**src/rtl/keypad_pkg.sv**
```systemverilog
// Shared types and constants for the 4x4 keypad scanner.
package keypad_pkg;

    localparam int unsigned NROWS = 4;
    localparam int unsigned NCOLS = 4;
    localparam int unsigned KEY_W = 4;
    localparam int unsigned RES_W = KEY_W + 1;

    // Bit 4 set marks an empty frame result.
    localparam logic [RES_W-1:0] KEY_NONE = 5'h10;

    typedef enum logic [1:0] {
        StIdle,
        StDebPress,
        StPressed,
        StDebRelease
    } key_state_e;

    // Lowest pressed column in one row, encoded as row*4+col, or KEY_NONE.
    function automatic logic [RES_W-1:0] row_code(input logic [1:0] row,
                                                  input logic [NCOLS-1:0] hit);
        logic [RES_W-1:0] code;
        code = KEY_NONE;
        for (int c = NCOLS - 1; c >= 0; c--) begin
            if (hit[c]) code = {1'b0, row, 2'(c)};
        end
        return code;
    endfunction

endpackage

```
**src/rtl/keypad_scan_if.sv**
```systemverilog
// Key event bundle produced by keypad_scan.
interface keypad_scan_if;
    import keypad_pkg::*;

    logic [KEY_W-1:0] key_code;
    logic             key_valid;
    logic             key_held;

    modport master (output key_code, output key_valid, output key_held);
    modport slave  (input key_code, input key_valid, input key_held);

endinterface

```
**src/rtl/keypad_row_drv.sv**
```systemverilog
// Row slot timing: walks an active-low row strobe and flags sample and frame-end cycles.
module keypad_row_drv
    import keypad_pkg::*;
#(
    parameter int unsigned SCAN_DIV = 1000
) (
    input  logic             clk_i,
    input  logic             rst_ni,
    output logic [NROWS-1:0] row_o,
    output logic [1:0]       row_idx_o,
    output logic             sample_o,
    output logic             frame_end_o
);

    localparam int unsigned CntW = (SCAN_DIV > 1) ? $clog2(SCAN_DIV) : 1;
    localparam logic [CntW-1:0] SlotLast = CntW'(SCAN_DIV - 1);

    logic [CntW-1:0]  slot_q, slot_d;
    logic [NROWS-1:0] row_q, row_d;
    logic [1:0]       row_idx_q, row_idx_d;
    logic             slot_end;

    always_comb begin
        slot_end  = (slot_q == SlotLast);
        slot_d    = slot_end ? '0 : slot_q + 1'b1;
        row_d     = slot_end ? {row_q[NROWS-2:0], row_q[NROWS-1]} : row_q;
        row_idx_d = slot_end ? row_idx_q + 2'd1 : row_idx_q;
    end

    always_ff @(posedge clk_i or negedge rst_ni) begin
        if (!rst_ni) begin
            slot_q    <= '0;
            row_q     <= 4'b1110;
            row_idx_q <= 2'd0;
        end else begin
            slot_q    <= slot_d;
            row_q     <= row_d;
            row_idx_q <= row_idx_d;
        end
    end

    assign row_o       = row_q;
    assign row_idx_o   = row_idx_q;
    assign sample_o    = slot_end;
    assign frame_end_o = slot_end && (row_idx_q == 2'd3);

endmodule

```
**src/rtl/keypad_scan.sv**
```systemverilog
// 4x4 keypad scanner with frame-level debounce; define KEYPAD_REPEAT_EN for auto-repeat.
module keypad_scan
    import keypad_pkg::*;
#(
    parameter int unsigned SCAN_DIV     = 1000,
    parameter int unsigned DEB_SCANS    = 4,
    parameter int unsigned REPEAT_DELAY = 32,
    parameter int unsigned REPEAT_RATE  = 8
) (
    input  logic             CLK,
    input  logic             RST_N,
    input  logic [NCOLS-1:0] COL,
    output logic [NROWS-1:0] ROW,
    keypad_scan_if.master    key_if
);

    localparam logic [3:0] DebN = 4'(DEB_SCANS);

    logic [NCOLS-1:0] col_s1_q, col_s2_q;
    logic [1:0]       row_idx;
    logic             sample, frame_end;
    logic [RES_W-1:0] best_q, best_d, frame_res;

    key_state_e       state_q, state_d;
    logic [3:0]       cnt_q, cnt_d, cnt_inc;
    logic [KEY_W-1:0] cand_q, cand_d, code_q, code_d;
    logic             valid_q, valid_d, held_q, held_d;

`ifdef KEYPAD_REPEAT_EN
    localparam int unsigned RepDelay = (REPEAT_DELAY == 0) ? 1 : REPEAT_DELAY;
    localparam int unsigned RepRate  = (REPEAT_RATE == 0) ? 1 : REPEAT_RATE;

    logic [15:0] rep_cnt_q, rep_cnt_d, rep_inc, rep_target;
    logic        rep_first_q, rep_first_d;
`else
    if (REPEAT_DELAY == 0 || REPEAT_RATE == 0) begin : g_repeat_unused
    end
`endif

    keypad_row_drv #(
        .SCAN_DIV (SCAN_DIV)
    ) u_row_drv (
        .clk_i       (CLK),
        .rst_ni      (RST_N),
        .row_o       (ROW),
        .row_idx_o   (row_idx),
        .sample_o    (sample),
        .frame_end_o (frame_end)
    );

    // Rows are visited in ascending order, so the first hit in a frame is the lowest code.
    always_comb begin
        frame_res = best_q;
        best_d    = best_q;
        if (sample) begin
            if (best_q == KEY_NONE) frame_res = row_code(row_idx, ~col_s2_q);
            best_d = frame_end ? KEY_NONE : frame_res;
        end
    end

    always_comb begin
        state_d = state_q;
        cnt_d   = cnt_q;
        cand_d  = cand_q;
        code_d  = code_q;
        valid_d = 1'b0;
        held_d  = held_q;
        cnt_inc = (cnt_q == 4'hF) ? cnt_q : cnt_q + 4'd1;
`ifdef KEYPAD_REPEAT_EN
        rep_cnt_d   = rep_cnt_q;
        rep_first_d = rep_first_q;
        rep_inc     = (rep_cnt_q == 16'hFFFF) ? rep_cnt_q : rep_cnt_q + 16'd1;
        rep_target  = rep_first_q ? 16'(RepDelay) : 16'(RepRate);
`endif
        if (frame_end) begin
            unique case (state_q)
                StIdle: begin
                    if (frame_res != KEY_NONE) begin
                        cand_d = frame_res[KEY_W-1:0];
                        if (DEB_SCANS <= 1) begin
                            state_d = StPressed;
                            code_d  = frame_res[KEY_W-1:0];
                            valid_d = 1'b1;
                            held_d  = 1'b1;
                            cnt_d   = '0;
                        end else begin
                            state_d = StDebPress;
                            cnt_d   = 4'd1;
                        end
                    end
                end
                StDebPress: begin
                    if (frame_res == {1'b0, cand_q}) begin
                        if (cnt_inc >= DebN) begin
                            state_d = StPressed;
                            code_d  = cand_q;
                            valid_d = 1'b1;
                            held_d  = 1'b1;
                            cnt_d   = '0;
                        end else begin
                            cnt_d = cnt_inc;
                        end
                    end else begin
                        state_d = StIdle;
                        cnt_d   = '0;
                    end
                end
                StPressed: begin
                    if (frame_res == {1'b0, code_q}) begin
`ifdef KEYPAD_REPEAT_EN
                        if (rep_inc >= rep_target) begin
                            valid_d     = 1'b1;
                            rep_cnt_d   = '0;
                            rep_first_d = 1'b0;
                        end else begin
                            rep_cnt_d = rep_inc;
                        end
`endif
                    end else if (DEB_SCANS <= 1) begin
                        state_d = StIdle;
                        held_d  = 1'b0;
                        cnt_d   = '0;
                    end else begin
                        state_d = StDebRelease;
                        cnt_d   = 4'd1;
                    end
                end
                StDebRelease: begin
                    if (frame_res != {1'b0, code_q}) begin
                        if (cnt_inc >= DebN) begin
                            state_d = StIdle;
                            held_d  = 1'b0;
                            cnt_d   = '0;
                        end else begin
                            cnt_d = cnt_inc;
                        end
                    end else begin
                        state_d = StPressed;
                        cnt_d   = '0;
                    end
                end
                default: begin
                    state_d = StIdle;
                    cnt_d   = '0;
                end
            endcase
`ifdef KEYPAD_REPEAT_EN
            // Repeat timing restarts from the confirm frame on every entry into PRESSED.
            if (state_d != StPressed || state_q != StPressed) begin
                rep_cnt_d   = '0;
                rep_first_d = 1'b1;
            end
`endif
        end
    end

    always_ff @(posedge CLK or negedge RST_N) begin
        if (!RST_N) begin
            col_s1_q <= '1;
            col_s2_q <= '1;
            best_q   <= KEY_NONE;
            state_q  <= StIdle;
            cnt_q    <= '0;
            cand_q   <= '0;
            code_q   <= '0;
            valid_q  <= 1'b0;
            held_q   <= 1'b0;
        end else begin
            col_s1_q <= COL;
            col_s2_q <= col_s1_q;
            best_q   <= best_d;
            state_q  <= state_d;
            cnt_q    <= cnt_d;
            cand_q   <= cand_d;
            code_q   <= code_d;
            valid_q  <= valid_d;
            held_q   <= held_d;
        end
    end

`ifdef KEYPAD_REPEAT_EN
    always_ff @(posedge CLK or negedge RST_N) begin
        if (!RST_N) begin
            rep_cnt_q   <= '0;
            rep_first_q <= 1'b1;
        end else begin
            rep_cnt_q   <= rep_cnt_d;
            rep_first_q <= rep_first_d;
        end
    end
`endif

    assign key_if.key_code  = code_q;
    assign key_if.key_valid = valid_q;
    assign key_if.key_held  = held_q;

endmodule

```
**src/flat_wrapper.sv**
```systemverilog
// flat-port wrapper written by rule: the top's interface ports become plain ports
module keypad_scan_flat import keypad_pkg::*;
#(
    parameter int unsigned SCAN_DIV     = 1000,
    parameter int unsigned DEB_SCANS    = 4,
    parameter int unsigned REPEAT_DELAY = 32,
    parameter int unsigned REPEAT_RATE  = 8
)
  (CLK, RST_N, COL, ROW, key_if_key_code, key_if_key_valid, key_if_key_held);
  keypad_scan_if key_if_i ();
  input  logic CLK;
  input  logic RST_N;
  input  logic [NCOLS-1:0] COL;
  output logic [NROWS-1:0] ROW;
  output wire logic [$bits(key_if_i.key_code)-1:0] key_if_key_code;
  output wire logic [$bits(key_if_i.key_valid)-1:0] key_if_key_valid;
  output wire logic [$bits(key_if_i.key_held)-1:0] key_if_key_held;
  assign key_if_key_code = key_if_i.key_code;
  assign key_if_key_valid = key_if_i.key_valid;
  assign key_if_key_held = key_if_i.key_held;
  keypad_scan #(.SCAN_DIV(SCAN_DIV), .DEB_SCANS(DEB_SCANS), .REPEAT_DELAY(REPEAT_DELAY), .REPEAT_RATE(REPEAT_RATE)) u_core (.CLK(CLK), .RST_N(RST_N), .COL(COL), .ROW(ROW), .key_if(key_if_i));
endmodule
```
**config.mk**
```make
export PLATFORM = sky130hd
export DESIGN_NAME = keypad_scan_flat
export DESIGN_NICKNAME = d
export VERILOG_FILES = /design/src/rtl/keypad_pkg.sv /design/src/rtl/keypad_scan_if.sv /design/src/rtl/keypad_row_drv.sv /design/src/rtl/keypad_scan.sv /design/src/flat_wrapper.sv
export SDC_FILE = /design/constraint.sdc
export NUM_CORES = 1
export LEC_CHECK = 0
export ABC_AREA = 1
export BUFFER_PORTS_ARGS = -buffer_cell sky130_fd_sc_hd__buf_2
export CORE_ASPECT_RATIO = 1.2
export CORE_MARGIN = 3
export CORE_UTILIZATION = 30
export DETAILED_ROUTE_END_ITERATION = 7
export PLACE_DENSITY = 0.44
export SETUP_SLACK_MARGIN = 0.05
export SLEW_MARGIN = 20
export SYNTH_ARGS = -nofsm -noshare
export SYNTH_HDL_FRONTEND = slang
export SYNTH_SLANG_ARGS = --single-unit
export TNS_END_PERCENT = 50
```
**constraint.sdc**
```tcl
create_clock -name CLK -period 1.92 [get_ports CLK]
set_input_delay 0.48 -clock CLK [delete_from_list [all_inputs] [get_ports CLK]]
set_output_delay 0.48 -clock CLK [all_outputs]
set_load 0.01 [all_outputs]
```
==> Implementation_results.wiki <==
{| class="wikitable"
! Metric !! Value
|-
| Outcome || finished with violations
|-
| Violated checks || setup timing
|-
| Maximum level of the CTS H-tree || 2
|-
| RePlAce Congestion || about 0.8
|-
| Syn nets || around 300
|-
| Largest net degree at the start of global routing || 46
|-
| Synth top area cells || dfrtp_1 (35%), dfstp_2 (13%), nand2_1 (9.9%)
|-
| Summed negative setup slack over all endpoints || -889 ps
|-
| Area share of the largest cell type after synthesis || 34.7%
|-
| Number of nets with antenna violations after detailed routing || 0
|-
| Pleak || approximately 0.0015 uW
|-
| GR Layer Usage met2 || roughly a fifth
|-
| Slew Limit Fails || 0
|-
| Share of cells above drive strength 1 || between 30% and 40%
|-
| Placement-stage worst setup slack || -171 ps
|-
| Kind of start point of the critical path || flip-flop
|-
| Share of the cycle needed by the critical path after routing || 107%
|-
| Per-instance average area after synthesis || 8.27 sq um
|-
| Least-Margin Pin Slew || approximately 390 ps
|-
| Depth of the worst register-to-register path || 17
|-
| Utilization of the core after routing || 41.1%
|-
| Critical path fanouts, max || 5
|-
| Synth Register Bits || 45
|-
| GRT Max-Usage Layer || met2
|-
| X dimension of the die || between 80 and 90 microns
|-
| Post-synthesis cell count || ~290
|-
| Die area || around 9100 sq um
|-
| Number of setup violations in the final report || 12
|-
| Core area || between 7000 and 8000 sq um
|-
| Routed wire length || a little over 5 mm
|-
| Total of buffers placed on input and output ports || 15
|-
| Root buffer selected by CTS || clkbuf_8
|-
| Maximum VDD drop || 0.501 mV
|-
| Relative slew margins || between 70% and 80%
|-
| Overflow left after global routing || 0
|-
| Effective utilization at floorplan || roughly a third
|-
| Row cnt || 34
|-
| Most area-hungry cell type in the Yosys netlist || dfrtp_1
|-
| Data arrival, critical path || between 2000 and 2500 ps
|-
| Final total power || around 1700 uW
|-
| Ports || 16
|-
| Sink count of the clock tree || 45
|-
| Classification of the worst setup path || reg2reg
|-
| Net count reported at finish || 358
|-
| Number of hold violations in the final report || 0
|-
| Tightest Hold Check Type || in2async
|-
| Multi-input gate area in the final layout || 1130 sq um
|-
| Number of library cell types mapped by synthesis || 30
|-
| First-pass detailed-route iteration total || 4
|-
| CTS tree || yes
|-
| Final routed DRC violation total || 0
|-
| Fill cell count || 770
|-
| Post-Synthesis Cell Area || between 2000 and 2500 sq um
|-
| Clock-pin slew on the worst setup and hold paths || 90 ps
|-
| Layout overhead on the synthesized area || 29.2%
|-
| Setup WS post-layout || -135 ps
|-
| Cell total after placement || 424
|-
| Fmax || just under 500 MHz
|-
| Hpwl dp || 3.85 mm
|-
| Setup repair after global routing missed its margin || true
|-
| Via/cell ratio || ~4.4
|-
| Number of warnings reported in the yosys synthesis log || 0
|-
| Proportion of synthesized chip area in sequential cells || 47.9%
|-
| Max Clock Skew || slightly below 5 ps
|-
| Power per standard cell area || around 560 nW/um^2
|-
| Register cell area after layout || 1140 sq um
|-
| Required time reported for the critical path endpoint || about 2100 ps
|-
| Vias after detailed routing || approximately 1900
|-
| Min Tclk post-route || a little over 2000 ps
|-
| Number of antenna cells inserted || 0
|-
| Wire length per cell after detailed routing || about 11 microns
|-
| Max Cap Viol || 0
|-
| First-pass GRT wire length || 9.09 mm
|-
| Critical Path Sink Type || flip-flop
|-
| Initial antenna violation count || 0
|-
| Clock Path Buffers || 2
|-
| Detailed Route Iter0 Violations || 43
|-
| Global-route usage over all layers || between 10 and 15%
|-
| Clk_lat worst skew || ~300 ps
|-
| Number of global-route vias before repair || between 1500 and 2000
|-
| Post-layout instance count excluding filler cells || 440
|-
| Global routing met1 resource utilization || between 15 and 20%
|-
| Die extent in y || 104 microns
|-
| Clock buffer count from CTS || 5
|-
| Met3 routing resource usage after global routing || about 2.5%
|}
==> metal layers <==
metal  share of wire [%]  vias up  wire length (microns)
met5                   0        -                      0
met1                  46      892                   2330
li1                    -     1020                      -
met2                  50       20                   2510
met4                 2.0        0                    101
met3                 2.2        7                    109
==> logic make-up (layout without fill, tap and decap cells) <==
kind of cell / after synthesis / count (layout) / share of synthesized area (%)
mux: 1 / 1 / 0.420
fa+ha+maj: 3 / 3 / 1.58
compound gates: 26 / 26 / 5.93
buf+inv: 47 / 109 / 7.77
xor+xnor: 2 / 2 / 0.735
simple gates: 164 / 164 / 35.7
flops: 45 / 45 / 47.9
==> synth_stat cells (all sizes together) <==
library cell  instances
nor2                 48
a21boi                2
nand2                76
dfrtp                33
a21oi                 8
dfstp                12
nand4                 3
o21ai                15
ha                    3
buf                   1
inv                  45
nor3                  6
or2                   1
and3                  1
clkinv                1
mux2i                 1
xor2                  2
nand3                29
a211oi                1
==> metrics by stage <==
step | cell area [sq um] | hold WS (ps)
floorplan | 2380 | 184
global placement | 2830 | 345
detailed placement | 2830 | 347
CTS | 3020 | 147
global route | 3080 | 150
finish | 3080 | 139
==> report_power, final <==
group / internal, uW / switching (uW)
sequential: 963 / 3.22
combinational: 12.5 / 24.1
clock: 390 / 341
==> registers in the layout (all words and copies together), names as in the netlist <==
| name | cells |
|---|---|
| u_core.u_row_drv.slot_q | 10 |
| u_core.best_q | 5 |
| u_core.cand_q | 4 |
| u_core.cnt_q | 4 |
| u_core.col_s1_q | 4 |
| u_core.col_s2_q | 4 |
| u_core.key_if.key_code | 4 |
| u_core.u_row_drv.row_o | 4 |
| u_core.state_q | 2 |
| u_core.u_row_drv.row_idx_o | 2 |
| u_core.key_if.key_held | 1 |
| u_core.key_if.key_valid | 1 |
==> cells in the final DEF (no fill, tap or decap), types with 8 or more instances in the layout <==
cell | netlist | layout
nand2_1 | 63 | 56
inv_1 | 42 | 42
buf_4 | 0 | 38
nor2_1 | 38 | 35
dfrtp_1 | 33 | 33
nand3_1 | 20 | 16
nand2_2 | 11 | 16
buf_2 | 0 | 15
dfstp_2 | 12 | 12
nand3_2 | 7 | 10
a21oi_1 | 8 | 8
==> timing repair <==
item	CTS	global route
hold buffers	0	0
pin swaps	17	7
setup buffers	4	4
resized for setup	13	8
setup endpoints to repair	16	16
==> worst max-delay path: stages (launching register included) <==
cell and delay [ps]:
dfrtp_1 360, ha_2 190, nand2_2 60, inv_2 70, nand2_2 70, nor2_4 200, buf_12 150, nand3_4 70
nand2_4 110, nand2_1 70, nand2_2 70, nor2_4 40, nand3_2 90, nand2_2 70, nor2_4 170, nand2_1 70
nand2_1 50, nand2_1 40
==> cell type report <==
type / instances / share of cell area, %
Timing Repair Buffer: 55 / 13.0
Tap cell: 90 / 3.66
Clock inverter: 3 / 1.50
Clock buffer: 5 / 2.24
Sequential cell: 45 / 37.1
Multi-Input combinational cell: 196 / 36.9
Inverter: 46 / 5.65
==> path summary, 6_finish.rpt <==
path / startpoint / to / slack (ps)
max in group asynchronous: RST_N / u_core.u_row_drv.row_o[2] / 1510
worst min-delay path: RST_N / u_core.key_if.key_code[0] / 140
min in group CLK: COL[2] / u_core.col_s1_q[2] / 270
worst min register to register: u_core.col_s1_q[3] / u_core.col_s2_q[3] / 360
worst max-delay path: u_core.u_row_drv.slot_q[0] / u_core.state_q[0] / -140
worst max register to register: u_core.u_row_drv.slot_q[0] / u_core.state_q[0] / -140
Note: power is estimated with default switching activity, not from simulation.
